File: config.mk
export PLATFORM = sky130hd
export DESIGN_NAME = branch_predictor
export DESIGN_NICKNAME = d
export VERILOG_FILES = /design/src/rtl/branch_predictor.sv
export SDC_FILE = /design/constraint.sdc
export NUM_CORES = 2
export LEC_CHECK = 0
export BUFFER_PORTS_ARGS = -buffer_cell sky130_fd_sc_hd__buf_2
export CORE_MARGIN = 2
export CORE_UTILIZATION = 30
export DETAILED_ROUTE_END_ITERATION = 10
export GPL_TIMING_DRIVEN = 0
export PLACE_DENSITY = 0.52
export SLEW_MARGIN = 10
export SYNTH_ARGS = -nofsm -noshare
export SYNTH_HDL_FRONTEND = slang
export SYNTH_SLANG_ARGS = --single-unit
File: constraint.sdc
create_clock -name clk -period 5.5 [get_ports clk]
set_clock_uncertainty 0.15 [all_clocks]
set_input_delay 0.275 -clock clk [delete_from_list [all_inputs] [get_ports clk]]
set_output_delay 0.275 -clock clk [all_outputs]
set_load 0.01 [all_outputs]
File: src/rtl/branch_predictor.sv
// Direct-mapped branch target buffer with 2-bit saturating counters, B-type
// target decode, mispredict redirect pulse and a saturating mispredict counter.
module branch_predictor #(
  parameter int WIDTH   = 32,
  parameter int ENTRIES = 16,
  parameter int CNT_W   = 16
) (
  input  logic             clk,
  input  logic             rst,
  input  logic [WIDTH-1:0] fetch_pc,
  output logic             pred_taken,
  output logic [WIDTH-1:0] pred_pc_next,
  input  logic             upd_valid,
  input  logic [WIDTH-1:0] upd_pc,
  input  logic [31:0]      upd_inst,
  input  logic             upd_taken,
  input  logic             upd_pred_taken,
  output logic             redirect,
  output logic [WIDTH-1:0] redirect_pc,
  output logic [CNT_W-1:0] mispredict_cnt
);

  localparam int IDX   = $clog2(ENTRIES);
  localparam int TAG_W = WIDTH - IDX - 2;

  logic [ENTRIES-1:0] valid_q, valid_d;
  logic [TAG_W-1:0]   tag_q    [ENTRIES];
  logic [TAG_W-1:0]   tag_d    [ENTRIES];
  logic [WIDTH-1:0]   target_q [ENTRIES];
  logic [WIDTH-1:0]   target_d [ENTRIES];
  logic [1:0]         cnt_q    [ENTRIES];
  logic [1:0]         cnt_d    [ENTRIES];

  logic             redirect_q, redirect_d;
  logic [WIDTH-1:0] redirect_pc_q, redirect_pc_d;
  logic [CNT_W-1:0] mis_cnt_q, mis_cnt_d;

  logic [IDX-1:0]   fetch_idx, upd_idx;
  logic [TAG_W-1:0] fetch_tag, upd_tag;
  logic             fetch_hit, upd_hit, mispredict;
  logic [12:0]      imm13;
  logic [WIDTH-1:0] upd_offset, upd_target;
  logic             unused_inst_bits;

  assign unused_inst_bits = ^{upd_inst[24:12], upd_inst[6:0]};

  assign fetch_idx = fetch_pc[IDX+1:2];
  assign fetch_tag = fetch_pc[WIDTH-1:IDX+2];
  assign upd_idx   = upd_pc[IDX+1:2];
  assign upd_tag   = upd_pc[WIDTH-1:IDX+2];

  // Prediction reads only registered state, so a same-cycle update is not seen.
  assign fetch_hit    = valid_q[fetch_idx] && (tag_q[fetch_idx] == fetch_tag);
  assign pred_taken   = fetch_hit && cnt_q[fetch_idx][1];
  assign pred_pc_next = pred_taken ? target_q[fetch_idx] : fetch_pc + WIDTH'(4);

  assign imm13      = {upd_inst[31], upd_inst[7], upd_inst[30:25], upd_inst[11:8], 1'b0};
  assign upd_offset = {{(WIDTH-13){imm13[12]}}, imm13};
  assign upd_target = upd_pc + upd_offset;
  assign upd_hit    = valid_q[upd_idx] && (tag_q[upd_idx] == upd_tag);
  assign mispredict = upd_valid && (upd_taken != upd_pred_taken);

  always_comb begin
    valid_d  = valid_q;
    tag_d    = tag_q;
    target_d = target_q;
    cnt_d    = cnt_q;
    if (upd_valid) begin
      if (upd_hit) begin
        target_d[upd_idx] = upd_target;
        if (upd_taken && cnt_q[upd_idx] != 2'd3) begin
          cnt_d[upd_idx] = cnt_q[upd_idx] + 2'd1;
        end else if (!upd_taken && cnt_q[upd_idx] != 2'd0) begin
          cnt_d[upd_idx] = cnt_q[upd_idx] - 2'd1;
        end
      end else if (upd_taken) begin
        valid_d[upd_idx]  = 1'b1;
        tag_d[upd_idx]    = upd_tag;
        target_d[upd_idx] = upd_target;
        cnt_d[upd_idx]    = 2'd2;
      end
    end
  end

  always_comb begin
    redirect_d    = mispredict;
    redirect_pc_d = redirect_pc_q;
    mis_cnt_d     = mis_cnt_q;
    if (mispredict) begin
      redirect_pc_d = upd_taken ? upd_target : upd_pc + WIDTH'(4);
      if (mis_cnt_q != {CNT_W{1'b1}}) begin
        mis_cnt_d = mis_cnt_q + CNT_W'(1);
      end
    end
  end

  always_ff @(posedge clk) begin
    if (rst) begin
      valid_q       <= '0;
      redirect_q    <= 1'b0;
      redirect_pc_q <= '0;
      mis_cnt_q     <= '0;
      for (int i = 0; i < ENTRIES; i++) begin
        tag_q[i]    <= '0;
        target_q[i] <= '0;
        cnt_q[i]    <= 2'd1;
      end
    end else begin
      valid_q       <= valid_d;
      tag_q         <= tag_d;
      target_q      <= target_d;
      cnt_q         <= cnt_d;
      redirect_q    <= redirect_d;
      redirect_pc_q <= redirect_pc_d;
      mis_cnt_q     <= mis_cnt_d;
    end
  end

  assign redirect       = redirect_q;
  assign redirect_pc    = redirect_pc_q;
  assign mispredict_cnt = mis_cnt_q;

endmodule
; ---- Word-level counts from Yosys, hierarchy flattened
; Cells that the tools add are included.
[word_totals]
wordCells = 131
register_bits = 1025
out_inout_bits = 82
in_bits = 101
[op_classes]
n_mux = 39
eq_ne = 6
magnitude_cmp = 6
n_bitwise = 7
reduce_logical = 15
addsub = 6
[ops]
columns = op, n
row1 = $mux 512, 2
row2 = $bwmux 512, 1
row3 = $bwmux 416, 1
row4 = $mux 32, 9
row5 = $bmux 26 s4, 2
row6 = $mux 26, 5
row7 = $bmux 32 s4, 1
row8 = $demux 32 s4, 1
row9 = $demux 26 s4, 1
row10 = $add 32x3->32 const B, 2
row11 = $bwmux 32, 2
row12 = $eq 26x26->1, 2
row13 = $add 32x32->32, 1
row14 = $or 16x16->16, 2
row15 = $add 16x1->16 const B, 1
row16 = $and 16x16->16, 1
row17 = $bmux 2 s4, 2
row18 = $ne 16x16->1 const B, 1
row19 = $not 16->16, 1
row20 = $ge 5x5->1 const B, 2
row21 = $lt 4x5->1 const B, 2
row22 = $mux 2, 5
row23 = $not 4->5, 2
row24 = $bmux 1 s4, 2
row25 = other kinds (16), 28

; ---- Longest topological paths before layout
[depth]
depth_word = 9
depth_mapped = 17
depth_no_buf = 13

; ---- Worst setup path after synthesis
; Ideal clock, no wire load.
[synth_timing]
path_type = in2out
start = input port fetch_pc[2]
end = output port pred_pc_next[0]
cell_stages = 12
t_required_ps = 5075
path_buffers = 3
t_arrival_ps = 4066
slack_ps = 1009
path_cell_list = clkbuf_1 buf_1 buf_1 mux4_2 mux4_2 xnor2_1 nand4_1 nor3_1 nand4_1 nor4_1 nand2_1 nand2_1
[synth_between]
elab_chain_cells = 8
word_cells_on_any_way = 16
classes_between = eq/ne (1) / mux (12) / bitwise (1) / reduce/logical (2)
[synth_rtl]
columns = element, line
row1 = start: declaration, 10  ; input logic [WIDTH-1:0] fetch_pc,
row2 = $not 4->5 (not written as such), "53, 54"
row3 = $bmux 26 s4, 53  ; assign fetch_hit = valid_q[fetch_idx] && (tag_q[fetch_idx] == fetch_tag);
row4 = $mux 26 (not written as such) (2 in series), 53
row5 = $eq 26x26->1, 53
row6 = $logic_and 1x1->1, 53
row7 = $logic_and 1x1->1 *, 54  ; assign pred_taken = fetch_hit && cnt_q[fetch_idx][1];
row8 = named net pred_taken, 11  ; output logic pred_taken,
row9 = $mux 32 *, 55  ; assign pred_pc_next = pred_taken ? target_q[fetch_idx] : fetch_pc + WIDTH'(4);
row10 = end: declaration, 12  ; output logic [WIDTH-1:0] pred_pc_next,
; Mark *: on every way through the listed nets, which the timed path passes. The rest lies on a longest branch. The select of a mux whose other input is x is not followed.

; ---- Worst setup path in the final report
[layout_timing]
start = input port upd_pc[5]
end = register tag_q[91] in the netlist's numbering
[layout_between]
elab_chain_cells = 8
word_cells_on_any_way = 16
classes_between = order compare (2) / eq/ne (1) / mux (8) / bitwise (2) / reduce/logical (3)
[layout_rtl]
columns = element, line
row1 = start: declaration, 14  ; input logic [WIDTH-1:0] upd_pc,
row2 = $not 4->5 (not written as such), "60, 78"
row3 = $bmux 26 s4, 60  ; assign upd_hit = valid_q[upd_idx] && (tag_q[upd_idx] == upd_tag);
row4 = $mux 26 (not written as such) (2 in series), 60
row5 = $eq 26x26->1, 60
row6 = $logic_and 1x1->1, 60
row7 = $not 1->1 (no source line), -
row8 = $reduce_and 3->1 (no source line), -
row9 = end signal: assignment, 110  ; tag_q <= tag_d;
row10 = end: declaration, 27  ; logic [TAG_W-1:0] tag_q [ENTRIES];
; Parallel ways exist; a longest one is shown, timed or not. The select of a mux whose other input is x is not followed.
; A chain may end at the register's enable or synchronous reset.

==> results.py <==
metrics = {
    "logic_synthesis": {
        "ys_seq_area_frac": 0.398,
        "syn_area_per_cell_um2": 10.5,
        "synth_enable_flop_cells": 0,
        "ys_ff_latch": 1025,
        "synth_area_um2": 51600,
        "synthesis.nets": 5048,
        "synth_ff_type": "dfxtp_1",
        "syn-instance-count": 4908,
        "synth_warnings": 0,
        "yosysUniqueCellTypes": 75,
        "async_reset_ff_frac": 0,
    },
    "critical_path": {
        "cp_cell_sequence": "buf_2 -> buf_2 -> buf_2 -> buf_2 -> mux4_2 -> mux2i_2 -> xnor2_1 -> nor3_1 -> a211o_1 -> o21ai_0 -> o31ai_1 -> buf_2 -> buf_2 -> nor2_2 -> buf_2 -> mux2i_1 -> nor2_1",
        "endpoint_kind": "flop",
        "crit_top_cell": "buf_2",
        "arrival_ns": 6.33,
        "rr_startpoint": "tag_q[226]$_SDFFE_PP0P_",
        "slowest_delay_ns": 0.95,
        "endpoint": "tag_q[91]$_SDFFE_PP0P_",
        "reg2reg_depth": 13,
        "start_kind": "input pin",
        "cp_max_fo": 10,
        "rrSetupSlack_ns": 0.22,
        "cp.required_ns": 5.95,
        "path_class": "input pin to flop",
        "worst_path_max_delay_cell": "nor2_2",
        "r2r_end": "tag_q[91]$_SDFFE_PP0P_",
        "cp-startpoint": "upd_pc[5]",
    },
    "global_route": {
        "grt_pass1_vias": 39700,
        "grt.total_usage": 0.255,
        "grt_antenna_before_repair": 26,
        "grt_pass1_wl_mm": 315,
        "grt_max_degree": 21,
        "grt_overflow": 0,
    },
    "sta": {
        "rsz0062_at_grt": "yes",
        "period_share": 1.07,
        "drv_slew": 0,
        "fmax_mhz": 170,
        "fin_ws_ns": -0.384,
        "slew_headroom": 0.0861,
        "tightest_slew_ns": 1.37,
        "finalHoldViolations": 0,
        "timing.final.crit_period_ns": 5.88,
        "setup_viol": 283,
    },
    "layout": {
        "drive_above_1_share": 0.189,
        "area_growth_syn_to_layout_pct": 15.2,
        "fin_area_um2": 59400,
        "mostFrequentLayoutCells": "nor2_1 (1051), dfxtp_1 (1025), mux2i_1 (991), mux4_2 (368), clkbuf_1 (266)",
        "layout_commonest_cell": "nor2_1",
        "fillers": 17400,
        "final_nets": 5335,
    },
    "job": {
        "timing.max_cap.violations": 0,
    },
    "power": {
        "ir_worst_vdd_mv": 0.245,
        "power_frac_comb": 0.132,
        "clkPwrFrac": 0.443,
        "seq_power_share": 0.425,
        "p_int_mw": 12.7,
        "powerDensity_nw_per_um2": 299,
        "sw_frac_of_total": 0.288,
        "leakagePower_nw": 24.0,
        "p_sw_mw": 5.13,
    },
    "clock_network": {
        "clock_latency_ns": 0.77,
        "cts_tree": "built",
        "htreeDepth": 3,
        "clk_pin_slew_ns": 0.06,
        "post_cts_buffers": 0,
        "cts_root_buf": "clkbuf_16",
        "clkSinkCount": 1025,
        "cts_inserted_buffers": 109,
        "clock_path_buffers": 3,
    },
    "placement": {
        "gp_congestion": 0.979,
        "placed_cell_area_um2": 55600,
        "place_ws_ns": -1.28,
        "hpwl_mm": 170,
        "io_buffers": 159,
    },
    "detailed_routing": {
        "drc": 0,
        "wl_per_cell_um": 30.5,
        "first_pass_iters": 6,
        "vias_per_cell": 5.59,
        "detail-route-antenna-nets": 0,
        "vias": 42000,
        "drt-total-wl_mm": 230,
        "drt_iter0_markers": 4551,
    },
    "die": {
        "die_h_um": 419,
        "rows": 152,
        "top_level_ports": 183,
        "die_w_um": 419,
        "die-area_um2": 175000,
        "core-area_um2": 171000,
        "initial_core_util": 0.301,
    },
    "min_path": {
        "min_from": "rst",
        "min_path_type": "input pin to flop",
    },
    "outcome": {
        "status": "finished, violations left",
        "violations": "negative setup slack",
    },
}
==> sequential cells by signal, summed over array words and instances, names as in the netlist <==
register,flops
redirect,1
tag_q,416
redirect_pc,32
mispredict_cnt,16
target_q,512
cnt_q,32
valid_q,16
==> layer usage <==
metal / vias up / share of wire / track usage / wire length [um]
li1: 18000 / - / - / -
met5: - / 0.000052 / 0 / 12
met4: 2 / 0.070 / 0.156 / 16000
met1: 21200 / 0.39 / 0.315 / 89100
met3: 618 / 0.082 / 0.0509 / 18800
met2: 2182 / 0.46 / 0.409 / 106000
==> cell type report <==
| class | instances | area, um^2 | area share |
|---|---|---|---|
| Sequential cell | 1025 | 20500 | 0.345 |
| Timing Repair Buffer | 176 | 1010 | 0.0169 |
| Tap cell | 2233 | 2790 | 0.0470 |
| Inverter | 36 | 135 | 0.00227 |
| Buffer | 431 | 2150 | 0.0362 |
| Clock inverter | 36 | 548 | 0.00922 |
| Clock buffer | 161 | 3160 | 0.0532 |
| Multi-Input combinational cell | 3416 | 29100 | 0.490 |
| Antenna cell | 7 | 17.5 | 0.000295 |
==> critical path, delay by kind of cell <==
kind	cells	cell delay, ns
AND/OR/NAND/NOR	3	1.09
multiplexers	3	1.27
buffers and inverters	7	2.58
XOR/XNOR	1	0.22
AO/OA/AOI/OAI	3	0.84
==> Yosys cell counts, types with 4 or more instances <==
cell,number,area share
nand4_1,19,0.0023
nor2b_1,11,0.0013
and4_1,6,0.0010
o22ai_1,12,0.0015
nor2_1,1051,0.076
a21oi_1,139,0.013
a31oi_1,8,0.00097
buf_2,80,0.0078
mux4_2,368,0.16
a22oi_1,7,0.0010
o21a_1,17,0.0025
nand2_1,194,0.014
buf_4,8,0.0012
and3_1,18,0.0022
or2_2,5,0.00061
a311oi_1,4,0.00068
mux2i_1,993,0.19
a211oi_1,11,0.0016
mux2_2,28,0.0061
dfxtp_1,1025,0.40
xor2_1,54,0.0092
a22o_1,14,0.0024
nor4_1,11,0.0013
and2_1,7,0.00085
o21ai_0,49,0.0048
buf_6,40,0.0087
clkbuf_1,264,0.019
nand3_1,77,0.0075
o211ai_1,26,0.0038
a21o_1,11,0.0016
nor2_2,18,0.0022
or2_0,12,0.0015
o31ai_1,5,0.00073
nand3_4,14,0.0048
xnor2_1,84,0.014
or3_1,10,0.0012
inv_1,35,0.0025
a221oi_1,7,0.0012
buf_1,38,0.0028
nor3_1,21,0.0020
a21oi_2,10,0.0017
ha_1,38,0.0092
nand2b_1,11,0.0013
==> worst min path at each step <==
stage,to,slack [ns],depth (start not counted)
4_1_cts,cnt_q[1]$_SDFFE_PP0P_,0.02,4
6_report,cnt_q[1]$_SDFFE_PP0P_,0.07,4
3_5_place_dp,redirect_pc[28]$_SDFFE_PP0P_,0.29,2
2_1_floorplan,target_q[162]$_SDFFE_PP0P_,0.28,2
5_1_grt,cnt_q[27]$_SDFFE_PP0P_,0.06,4
3_3_place_gp,target_q[418]$_SDFFE_PP0P_,0.29,2
==> power groups by stage <==
stage / clock, mW / combinational (mW) / sequential (mW)
CTS: 7.93 / 2.30 / 7.56
detailed placement: 0 / 2.29 / 7.73
floorplan: 0 / 1.17 / 7.72
finish: 7.88 / 2.35 / 7.56
global placement: 0 / 2.19 / 7.72
global route: 8.22 / 2.41 / 7.57
==> stage by stage <==
stage	power, mW	cells	TNS (ns)	util	hold slack (ns)
finish	17.8	7521	-53.03	0.347	0.0686
global route	18.2	7521	-13.20	0.347	0.0566
CTS	17.8	7514	-0.553	0.347	0.0211
detailed placement	10.0	7315	-602.96	0.325	0.295
global placement	9.92	7300	-729.17	0.322	0.290
floorplan	8.88	4908	0	-	0.283
==> kinds of logic (layout without fill, tap and decap cells) <==
logic type	after synthesis	count (layout)	synth area share
muxes	1390	1390	0.360
and+or+nand+nor	1495	1495	0.123
adders and majority gates	39	39	0.00960
xor gates and xnor gates	138	138	0.0234
AOI/OAI and AO/OA	354	354	0.0443
DFF	1025	1025	0.398
other	0	7	0
buffers and inverters	467	840	0.0426
==> timing repair <==
item,CTS,global route
hold endpoints to repair,8,0
hold buffers,2,0
cloned,0,0
endpoints found under the setup margin,294,254
gates resized for setup,46,20
(Power assumes the default switching activity.)
